`config.mk`:
```
export PLATFORM = sky130hd
export DESIGN_NAME = nibble_deserializer
export DESIGN_NICKNAME = d
export VERILOG_FILES = /design/src/rtl/nibble_deserializer.sv
export SDC_FILE = /design/constraint.sdc
export NUM_CORES = 1
export LEC_CHECK = 0
export CORE_MARGIN = 1.5
export CORE_UTILIZATION = 25
export DETAILED_ROUTE_END_ITERATION = 16
export PLACE_DENSITY = 0.46
export SLEW_MARGIN = 20
export SYNTH_ARGS = -nofsm -noshare
export SYNTH_HDL_FRONTEND = slang
export SYNTH_SLANG_ARGS = --single-unit
```
`constraint.sdc`:
```
create_clock -name clk -period 2.4 [get_ports clk]
set_input_delay 0.48 -clock clk [delete_from_list [all_inputs] [get_ports clk]]
set_output_delay 0.48 -clock clk [all_outputs]
set_load 0.005 [all_outputs]
```
`src/rtl/nibble_deserializer.sv`:
```
`default_nettype none
// ============================================================================
//  Module   : nibble_deserializer
//  Purpose  : Assembles a serial bit stream into WIDTH-bit nibbles and buffers
//             them in a DEPTH-entry FIFO, presented on a valid/ready interface
//             that feeds the 4-bit bit-manipulation datapath.
//  Ports    :
//    clk          in   single clock, rising edge
//    rst          in   synchronous active-high reset
//    bit_in       in   serial data bit
//    bit_valid    in   bit_in valid this cycle
//    bit_ready    out  bit accepted this cycle (combinational)
//    flush        in   discard the partially assembled nibble
//    nib_out      out  head-of-FIFO nibble (0 when empty)
//    nib_valid    out  FIFO non-empty
//    nib_ready    in   consumer takes nib_out this cycle
//    fill_level   out  registered FIFO occupancy
//    partial_drop out  one-cycle pulse after a flush discarded bits
//  Revision : 1.0  initial release
// ============================================================================
module nibble_deserializer #(
    parameter int WIDTH     = 4,
    parameter int DEPTH     = 2,
    parameter bit MSB_FIRST = 1'b1
) (
    input  logic                       clk,
    input  logic                       rst,
    input  logic                       bit_in,
    input  logic                       bit_valid,
    output logic                       bit_ready,
    input  logic                       flush,
    output logic [WIDTH-1:0]           nib_out,
    output logic                       nib_valid,
    input  logic                       nib_ready,
    output logic [$clog2(DEPTH+1)-1:0] fill_level,
    output logic                       partial_drop
);

    localparam int CNT_W  = $clog2(WIDTH);
    localparam int PTR_W  = $clog2(DEPTH);
    localparam int FILL_W = $clog2(DEPTH+1);

    localparam logic [CNT_W-1:0]  C_CNT_LAST = CNT_W'(WIDTH-1);
    localparam logic [FILL_W-1:0] C_FILL_MAX = FILL_W'(DEPTH);

    // Assembly state
    logic [CNT_W-1:0]  cnt_q, cnt_d;
    logic [WIDTH-1:0]  sr_q, sr_d;
    logic              pdrop_q, pdrop_d;

    // FIFO state
    logic [WIDTH-1:0]  mem_q [DEPTH];
    logic [PTR_W-1:0]  rd_ptr_q, rd_ptr_d;
    logic [PTR_W-1:0]  wr_ptr_q, wr_ptr_d;
    logic [FILL_W-1:0] fill_q, fill_d;

    logic              w_bit_acc;
    logic              w_pop;
    logic              w_push;
    logic              w_last;
    logic              w_full;
    logic [WIDTH-1:0]  w_nib_next;

    // Shift register contents once the incoming bit is inserted; on the
    // completing bit this is the finished nibble written into the FIFO.
    if (MSB_FIRST) begin : g_msb_first
        assign w_nib_next = (sr_q << 1) | WIDTH'(bit_in);
    end else begin : g_lsb_first
        assign w_nib_next = (sr_q >> 1) | (WIDTH'(bit_in) << (WIDTH-1));
    end

    assign nib_valid  = (fill_q != '0);
    assign nib_out    = nib_valid ? mem_q[rd_ptr_q] : '0;
    assign fill_level = fill_q;
    assign partial_drop = pdrop_q;

    assign w_pop  = nib_valid & nib_ready;
    assign w_last = (cnt_q == C_CNT_LAST);
    assign w_full = (fill_q == C_FILL_MAX);

    // Only the completing bit can overflow the FIFO, and a same-cycle pop
    // frees the slot it needs, hence the combinational nib_ready term.
    assign bit_ready = !rst && !flush && !(w_last && w_full && !w_pop);
    assign w_bit_acc = bit_valid & bit_ready;
    assign w_push    = w_bit_acc & w_last;

    always_comb begin
        cnt_d    = cnt_q;
        sr_d     = sr_q;
        pdrop_d  = 1'b0;
        rd_ptr_d = rd_ptr_q;
        wr_ptr_d = wr_ptr_q;
        fill_d   = fill_q;

        if (flush) begin
            cnt_d   = '0;
            sr_d    = '0;
            pdrop_d = (cnt_q != '0);
        end else if (w_bit_acc) begin
            if (w_last) begin
                cnt_d = '0;
                sr_d  = '0;
            end else begin
                cnt_d = cnt_q + CNT_W'(1);
                sr_d  = w_nib_next;
            end
        end

        if (w_push) begin
            wr_ptr_d = wr_ptr_q + PTR_W'(1);
        end
        if (w_pop) begin
            rd_ptr_d = rd_ptr_q + PTR_W'(1);
        end

        case ({w_push, w_pop})
            2'b10:   fill_d = fill_q + FILL_W'(1);
            2'b01:   fill_d = fill_q - FILL_W'(1);
            default: fill_d = fill_q;
        endcase
    end

    always_ff @(posedge clk) begin
        if (rst) begin
            cnt_q    <= '0;
            sr_q     <= '0;
            pdrop_q  <= 1'b0;
            rd_ptr_q <= '0;
            wr_ptr_q <= '0;
            fill_q   <= '0;
        end else begin
            cnt_q    <= cnt_d;
            sr_q     <= sr_d;
            pdrop_q  <= pdrop_d;
            rd_ptr_q <= rd_ptr_d;
            wr_ptr_q <= wr_ptr_d;
            fill_q   <= fill_d;
        end
    end

    // Storage needs no reset: entries are only visible while fill_q covers them.
    always_ff @(posedge clk) begin
        if (!rst && w_push) begin
            mem_q[wr_ptr_q] <= w_nib_next;
        end
    end

endmodule
`default_nettype wire

```
# Yosys cells after proc, flatten, opt, wreduce, memory -nomap -nowiden
# Memories as Yosys holds them, arrays and structs flattened. A register that Yosys moved wholly into a read port is not among the register bits.
# Cells that the tools add are included.
word_totals:
  regBits: 10
  latchBits: 0
  ramBits: 8
  romBits: 0
  out_inout_bits: 9
  wordCells: 43
  n_memories: 1
memory_table:
  columns: ["name", "words", "word_bits", "rd", "rd_ports_with_merged_regs", "write_ports", "line", "text"]
  rows:
  - ["mem_q", 2, 4, 1, 1, 1, "52", "logic [WIDTH-1:0] mem_q [DEPTH];"]
classes:
  add_sub_neg: 5
  n_mul: 0
  div_mod_pow: 0
  n_lt_le_gt_ge: 0
  n_eq_ne: 4
  shifts: 0
  n_mux: 8
  n_bitwise: 5
  reduce_logical: 14
op_table:
  columns: ["cell", "count"]
  rows:
  - ["2-bit == test, second input constant", 3]
  - ["2-bit nonzero test", 3]
  - ["1-bit logical AND", 5]
  - ["2-bit by 1-bit adder with 2-bit output, second input constant", 2]
  - ["1-bit logical NOT", 4]
  - ["1-bit 2-to-1 mux", 4]
  - ["4-bit 2-to-1 mux", 1]
  - ["4-bit by 1-bit OR with 4-bit output", 1]
  - ["2-bit case mux with 2 select lines", 1]
  - ["2-bit OR reduction", 2]
  - ["1-bit bitwise AND", 3]
  - ["3-bit 2-to-1 mux", 1]
  - ["1-bit adder, second input constant", 2]
  - ["2-bit by 1-bit == test with 1-bit output, second input constant", 1]
  - ["2-bit 2-to-1 mux", 1]
  - ["2-bit by 1-bit subtractor with 2-bit output, second input constant", 1]
  - ["1-bit inverter", 1]

# Longest topological paths before layout
depth:
  word_depth: 11
  ltp_mapped: 7
  mapped_depth_nobuf: 7

# Worst setup path after synthesis
# OpenSTA, ideal clock, no wires.
synth_path:
  path_kind: "in2reg"
  start: "in rst"
  end: "reg fill_q[1], in the netlist fill_level[1]"
  setup_time_ns: 0.070
  t_arrival_ns: 1.795
  required_time_ns: 2.330
  setup_slack_ns: 0.535
  cell_stages: 6
  n_path_buf: 1
  path_cell_list: "buf_4 > and4bb_2 > nand2_1 > ha_1 > or3_1 > a21oi_1"
synth_between:
  elab_chain_cells: 7
synth_rtl:
  columns: ["element", "line", "text"]
  rows:
  - ["start: declaration", "27", "input logic rst,"]
  - ["1-bit logical NOT", "83", "assign bit_ready = !rst && !flush && !(w_last && w_full && !w_pop);"]
  - ["1-bit logical AND (2 in series)", "83", null]
  - ["1-bit bitwise AND", "84", "assign w_bit_acc = bit_valid & bit_ready;"]
  - ["1-bit bitwise AND", "85", "assign w_push = w_bit_acc & w_last;"]
  - ["2-bit by 1-bit == test with 1-bit output or 2-bit == test (tied branches)", "116", "case ({w_push, w_pop})"]
  - ["2-bit case mux with 2 select lines or 2-bit nonzero test (tied branches)", null, null]
  - ["end signal: assignment", "137", "fill_q <= fill_d;"]
  - ["end: declaration", "55", "logic [FILL_W-1:0] fill_q, fill_d;"]
# Several ways; a longest one is shown, not always the timed one.
# A chain may end at the register's enable or synchronous reset.

# Final worst setup path
layout_path:
  start: "in rst"
  end: "out bit_ready"
layout_between:
  elab_chain_cells: 3
layout_rtl:
  columns: ["element", "line", "text"]
  rows:
  - ["1-bit logical NOT", "83", null]
  - ["1-bit logical AND (2 in series)", "83", null]
  - ["end: declaration", "30", "output logic bit_ready,"]
# Every way passes these cells.

==> results.json <==
{
  "outcome": "complete, no violations",
  "drtAntennaViolNets": 0,
  "clk_latency_ps": 300,
  "yosysUniqueCellTypes": 24,
  "endpoint": "bit_ready",
  "drc_errors": 0,
  "ff2ff_path_depth": 6,
  "grt_max_degree": 12,
  "cts_resized": 0,
  "synthMuxAreaShare_pct": 8.27,
  "p_per_area_nw_per_um2": 492,
  "startpoint": "rst",
  "cp.arrival_ps": 1820,
  "placement.cell_area_sq_um": 1060,
  "crit_chain": "clkdlybuf4s50_1 > nor2_8 > and2_1 > clkdlybuf4s50_1",
  "syn_avg_cell_area_sq_um": 11.4,
  "dieWidth_um": 61.2,
  "final_cell_mix": "clkdlybuf4s50_1, dfxtp_1, nor2_1",
  "synth-simple-area-share_pct": 22.2,
  "first_pass_iters": 4,
  "hold_viol_final": 0,
  "drv_cap": 0,
  "path_class": "in -> out",
  "register_area_sq_um": 460,
  "synth_top_area_share_pct": 28.4,
  "synth_compound_area_share_pct": 3.55,
  "syn_nets": 83,
  "crit_family": "buffers and inverters",
  "core_area_sq_um": 3130,
  "drtIter0Drc": 14,
  "diodes": 0,
  "crit_buf_inv": 2,
  "drive_gt1_share_pct": 12.9,
  "yosys_warnings": 0,
  "start_util_pct": 27.1,
  "io_pins": 15,
  "synthXorXnorAreaFrac_pct": 3.10,
  "grt_antenna_before_repair": 0,
  "hold_slack_ps": 478,
  "std_cell_rows": 20,
  "rrSetupSlack_ps": 480,
  "slowest_delay_ps": 550,
  "setup_viol": 0,
  "grt.total_usage_pct": 9.23,
  "cp.depth": 4,
  "syn-cell-area_sq_um": 847,
  "ir_drop_mv": 0.229,
  "fin_worst_skew_ps": 6.56,
  "multi_input_area_sq_um": 352,
  "grt_pass1_vias": 527,
  "r2r_end": "fill_level[1]",
  "synthAdderAreaFrac_pct": 4.43,
  "place_hpwl_mm": 1.14,
  "final_area_sq_um": 1080,
  "nets": 103,
  "period_needed_ps": 2300,
  "grt_overflow": 0,
  "crit_required_ps": 1920,
  "syn_inst": 74,
  "seq_area_frac_synth_pct": 54.4,
  "die_h_um": 61.2,
  "via_count": 562,
  "avgViaCountPerCell": 4.10,
  "rsz0062_at_grt": "false",
  "n_fill_cell": 325,
  "worstMarginPinSlew_ps": 381,
  "reg2reg_from": "cnt_q[0]",
  "cp_max_fo": 5,
  "end_kind": "primary output",
  "io_buffers": 14,
  "ys_ff_latch": 19,
  "period_share_pct": 95.7,
  "wl_per_cell_um": 10.5,
  "fmax_mhz": 435,
  "die_area_sq_um": 3750,
  "hold_class": "reg -> reg",
  "critPathLaunchType": "input pin",
  "clockRootBuffer": "clkbuf_4",
  "path_clk_slew_ps": 110,
  "area_growth_pct": 27.9,
  "grt_pass1_wl_mm": 2.47,
  "gp_congestion": 0.666,
  "synth_top_family_by_area": "simple AND/OR/NAND/NOR gates",
  "cts_buffer_depth": 2,
  "tns_ps": 0,
  "cts_tree": "built",
  "cp_common_cell": "clkdlybuf4s50_1",
  "numClockSinks": 19,
  "slowest_stage": "clkdlybuf4s50_1",
  "post_cts_buffers": 0,
  "slew_viol_final": 0,
  "htree_num_levels": 1,
  "hold_buffers": 0,
  "drt-total-wl_mm": 1.43,
  "leakage_uw": 0.000395,
  "max_slew_margin_pct": 74.5,
  "synth_top_area_cell": "edfxtp_1",
  "synth_area_leaders": "edfxtp_1, dfxtp_1, mux2i_1",
  "numCtsBuffers": 3,
  "final_common_cell": "clkdlybuf4s50_1"
}
cell usage after synthesis (all sizes together):
| library cell | instances |
|---|---|
| xor2 | 2 |
| nor3b | 1 |
| ha | 3 |
| or2 | 1 |
| a21oi | 1 |
| o21ai | 5 |
| and3 | 2 |
| or3 | 1 |
| dfxtp | 11 |
| edfxtp | 8 |
| and4bb | 1 |
| nand4b | 3 |
| and2 | 1 |
| inv | 5 |
| clkbuf | 2 |
| nand2 | 6 |
| xnor2 | 1 |
| mux2i | 7 |
| nand2b | 1 |
| buf | 1 |
| nand4bb | 1 |
| nor2 | 10 |
registers in the layout (all words and copies together), names as in the netlist, named ones only:
register      flops
cnt_q             2
partial_drop      1
mem_q             8
rd_ptr_q          1
wr_ptr_q          1
fill_level        2
sr_q              3
kinds of logic after synthesis:
| family | count (synthesis) |
|---|---|
| compound gates | 6 |
| xor+xnor | 3 |
| fa+ha+maj | 3 |
| buf+inv | 8 |
| flops | 19 |
| mux | 7 |
| simple gates | 28 |
routing by layer:
metal,track usage (%),up-vias,wire [um],part of all wire [%]
met5,0,-,0,0
met4,2.80,0,12,0.84
met3,3.99,2,97,6.8
met2,13.7,16,661,46
met1,12.2,255,662,46
li1,-,289,-,-
how the worst min path moves through the flow:
stage	from	end	cells past startpoint
after floorplan	sr_q[2]	mem_q[0][3]	0
after global placement	sr_q[2]	mem_q[1][3]	0
after detailed placement	sr_q[2]	mem_q[0][3]	0
after CTS	sr_q[2]	sr_q[2]	2
after global routing	sr_q[2]	mem_q[1][3]	0
final	sr_q[2]	sr_q[2]	2
layout make-up:
class	instances	share of cell area (%)
Inverter	5	1.73
Clock inverter	1	0.462
Timing Repair Buffer	18	15.7
Multi-Input combinational cell	47	32.4
Sequential cell	19	42.5
Clock buffer	3	2.08
Tap cell	44	5.08
through the flow:
step / power [uW] / utilization (%) / setup slack, ps / cells
final: 534 / 34.6 / 102 / 137
after detailed placement: 383 / 33.8 / 24.7 / 133
after floorplan: 363 / - / 535 / 74
after global routing: 560 / 34.6 / 52.4 / 137
after global placement: 382 / 33.8 / 61.8 / 133
after CTS: 543 / 34.6 / 87.5 / 137
report_power, final:
group | internal [uW] | switching [uW]
clock network | 62.0 | 96.7
logic | 20.2 | 14.9
registers | 338 | 2.21
total | 420 | 114
worst reg2reg max path: stages (launching register included):
cell and delay [ps]:
dfxtp_1 380, ha_1 300, and4bb_2 270, nand2_1 70, ha_1 310, or3_1 380, a21oi_1 140
(Power assumes the default switching activity.)
==> variant 1, RTL diff (config.mk and constraints unchanged) <==
The parameter `MSB_FIRST` goes from 1'b1 to 1'b0.
--- a/src/rtl/nibble_deserializer.sv
+++ b/src/rtl/nibble_deserializer.sv
@@ -22,5 +22,5 @@
     parameter int WIDTH     = 4,
     parameter int DEPTH     = 2,
-    parameter bit MSB_FIRST = 1'b1
+    parameter bit MSB_FIRST = 1'b0
 ) (
     input  logic                       clk,
Behaviour: not the same (a bounded check fails within 10 cycles, from zero or initial values and one cycle with rst high).
==> variant 1 against the original RTL <==
Via count shrank 2.0%. Total power shrank 1.0%. Area after synthesis shrank 0.59%. Sequential cell count did not move. Die area shrank 0.57%. Non-clock buffer count decreased by 1. Cell area fell by 1.5%. Critical path type unchanged. Worst setup slack improved by 0.063 ns. Final cell count down 0.73%. Routed wire length down 2.5%.
==> variant 1: results (changes against the original RTL) <==
status - complete, no violations
Final nets - 102 (-0.97%)
clock network power - 0.000155 W (-3%)
RD Place Congestion - 0.659 (-1.1%)
pre-CTS WS - 0.0640 ns (+0.0393 ns)
vias post-DR - 551 (-2.0%)
Post-synth EDFFs - 8 (unchanged)
Comb power - 0.0000332 W (-5%)
vias in the first global route - 510 (-3.2%)
clk root buf - clkbuf_4
ys flop type - dfxtp_1
met3 wire len - 49 um (-49%)
Power Density - 495 nW/um2 (+0.48%)
Yosys Warn Count - 0 (unchanged)
M1 GR Usage - 11.1% (-1.1 points)
sequential-to-total area share from yosys stat - 54.7% (+0.32 points)
met2 wire length - 653 um (-1.2%)
n_diodes - 0 (unchanged)
Non-Filler Instances - 136 (-0.73%)
Synthesized Nets - 83 (unchanged)
Final Instance Area - 1070 um2 (-1.5%)
worst-path fanout max - 4 (-1)
Worst EP arrival - 1.75 ns (-0.07 ns)
share of cells above drive strength 1 - 12.0% (-0.95 points)
dominant cells by area after synthesis - edfxtp_1 29%, dfxtp_1 26%, mux2i_1 8.3%
max FFs per register - 8 (unchanged)
Total GRT Usage - 8.84% (-0.39 points)
top sig layer - met4
DRT iter0 DRCs - 5 (-9)
Skew-Pair Late Insertion Delay - 0.29 ns
Layout Skew - 0.00305 ns (-0.00351 ns)
placed cell area - 1040 um2 (-1.5%)
worst hold-check path type - flop to flop
Fillers - 310 (-4.6%)
drt pass-1 iters - 4 (unchanged)
global-route wire length before repair - 2.32 mm (-6.2%)
Sw Share - 20.6% (-0.68 points)
initial antenna violation count - 0 (unchanged)
Post-Route WL - 1.40 mm (-2.5%)
largest net degree at the start of global routing - 12 (unchanged)
post-synthesis area per instance - 11.4 um2 (-0.59%)
Lkg Pwr - 0.382 nW (-3.1%)
hpwl dp - 1.12 mm (-2.0%)
maximum vdd drop - 0.209 mV (-8.8%)
Routed met1 length - 680 um (+2.7%)
Slew headroom - 76.9% (+2.3 points)
Inst Count DP - 132 (-0.75%)
cts repair resizes - 0 (unchanged)
post-synth cell types - 25 (+4.2%)
met2 Resource Use GR - 13.7% (unchanged)
cts bufs inserted - 3 (unchanged)
setup bufs post-CTS - 0 (unchanged)
[variant 1: cell type report]
class                           instances  share of cell area [%]
Sequential cell                        19                    43.1
Multi-Input combinational cell         47                    32.1
Timing Repair Buffer                   17                    15.2
Tap cell                               44                    5.16
Clock buffer                            3                    2.11
Inverter                                5                    1.76
Clock inverter                          1                   0.469
[variant 1: worst paths after layout]
kind                            depth (start not counted)             to  slack, ns       from
worst min-delay path                                    2        sr_q[1]       0.48    sr_q[1]
worst max register to register                          6  fill_level[1]       0.45   cnt_q[0]
worst max-delay path                                    4      bit_ready       0.17  nib_ready
worst min register to register                          2        sr_q[1]       0.48    sr_q[1]
[variant 1: critical path: stages]
cell and delay, ns:
clkdlybuf4s50_1 0.42, nand4bb_4 0.25, and2_1 0.16, clkdlybuf4s50_1 0.45
[variant 1: logic make-up after synthesis]
kind of cell | synth area share, %
AOI/OAI and AO/OA | 3.57
buffers and inverters | 4.61
xor gates and xnor gates | 3.12
adders and majority gates | 4.46
muxes | 8.32
DFF | 54.7
and+or+nand+nor | 21.3
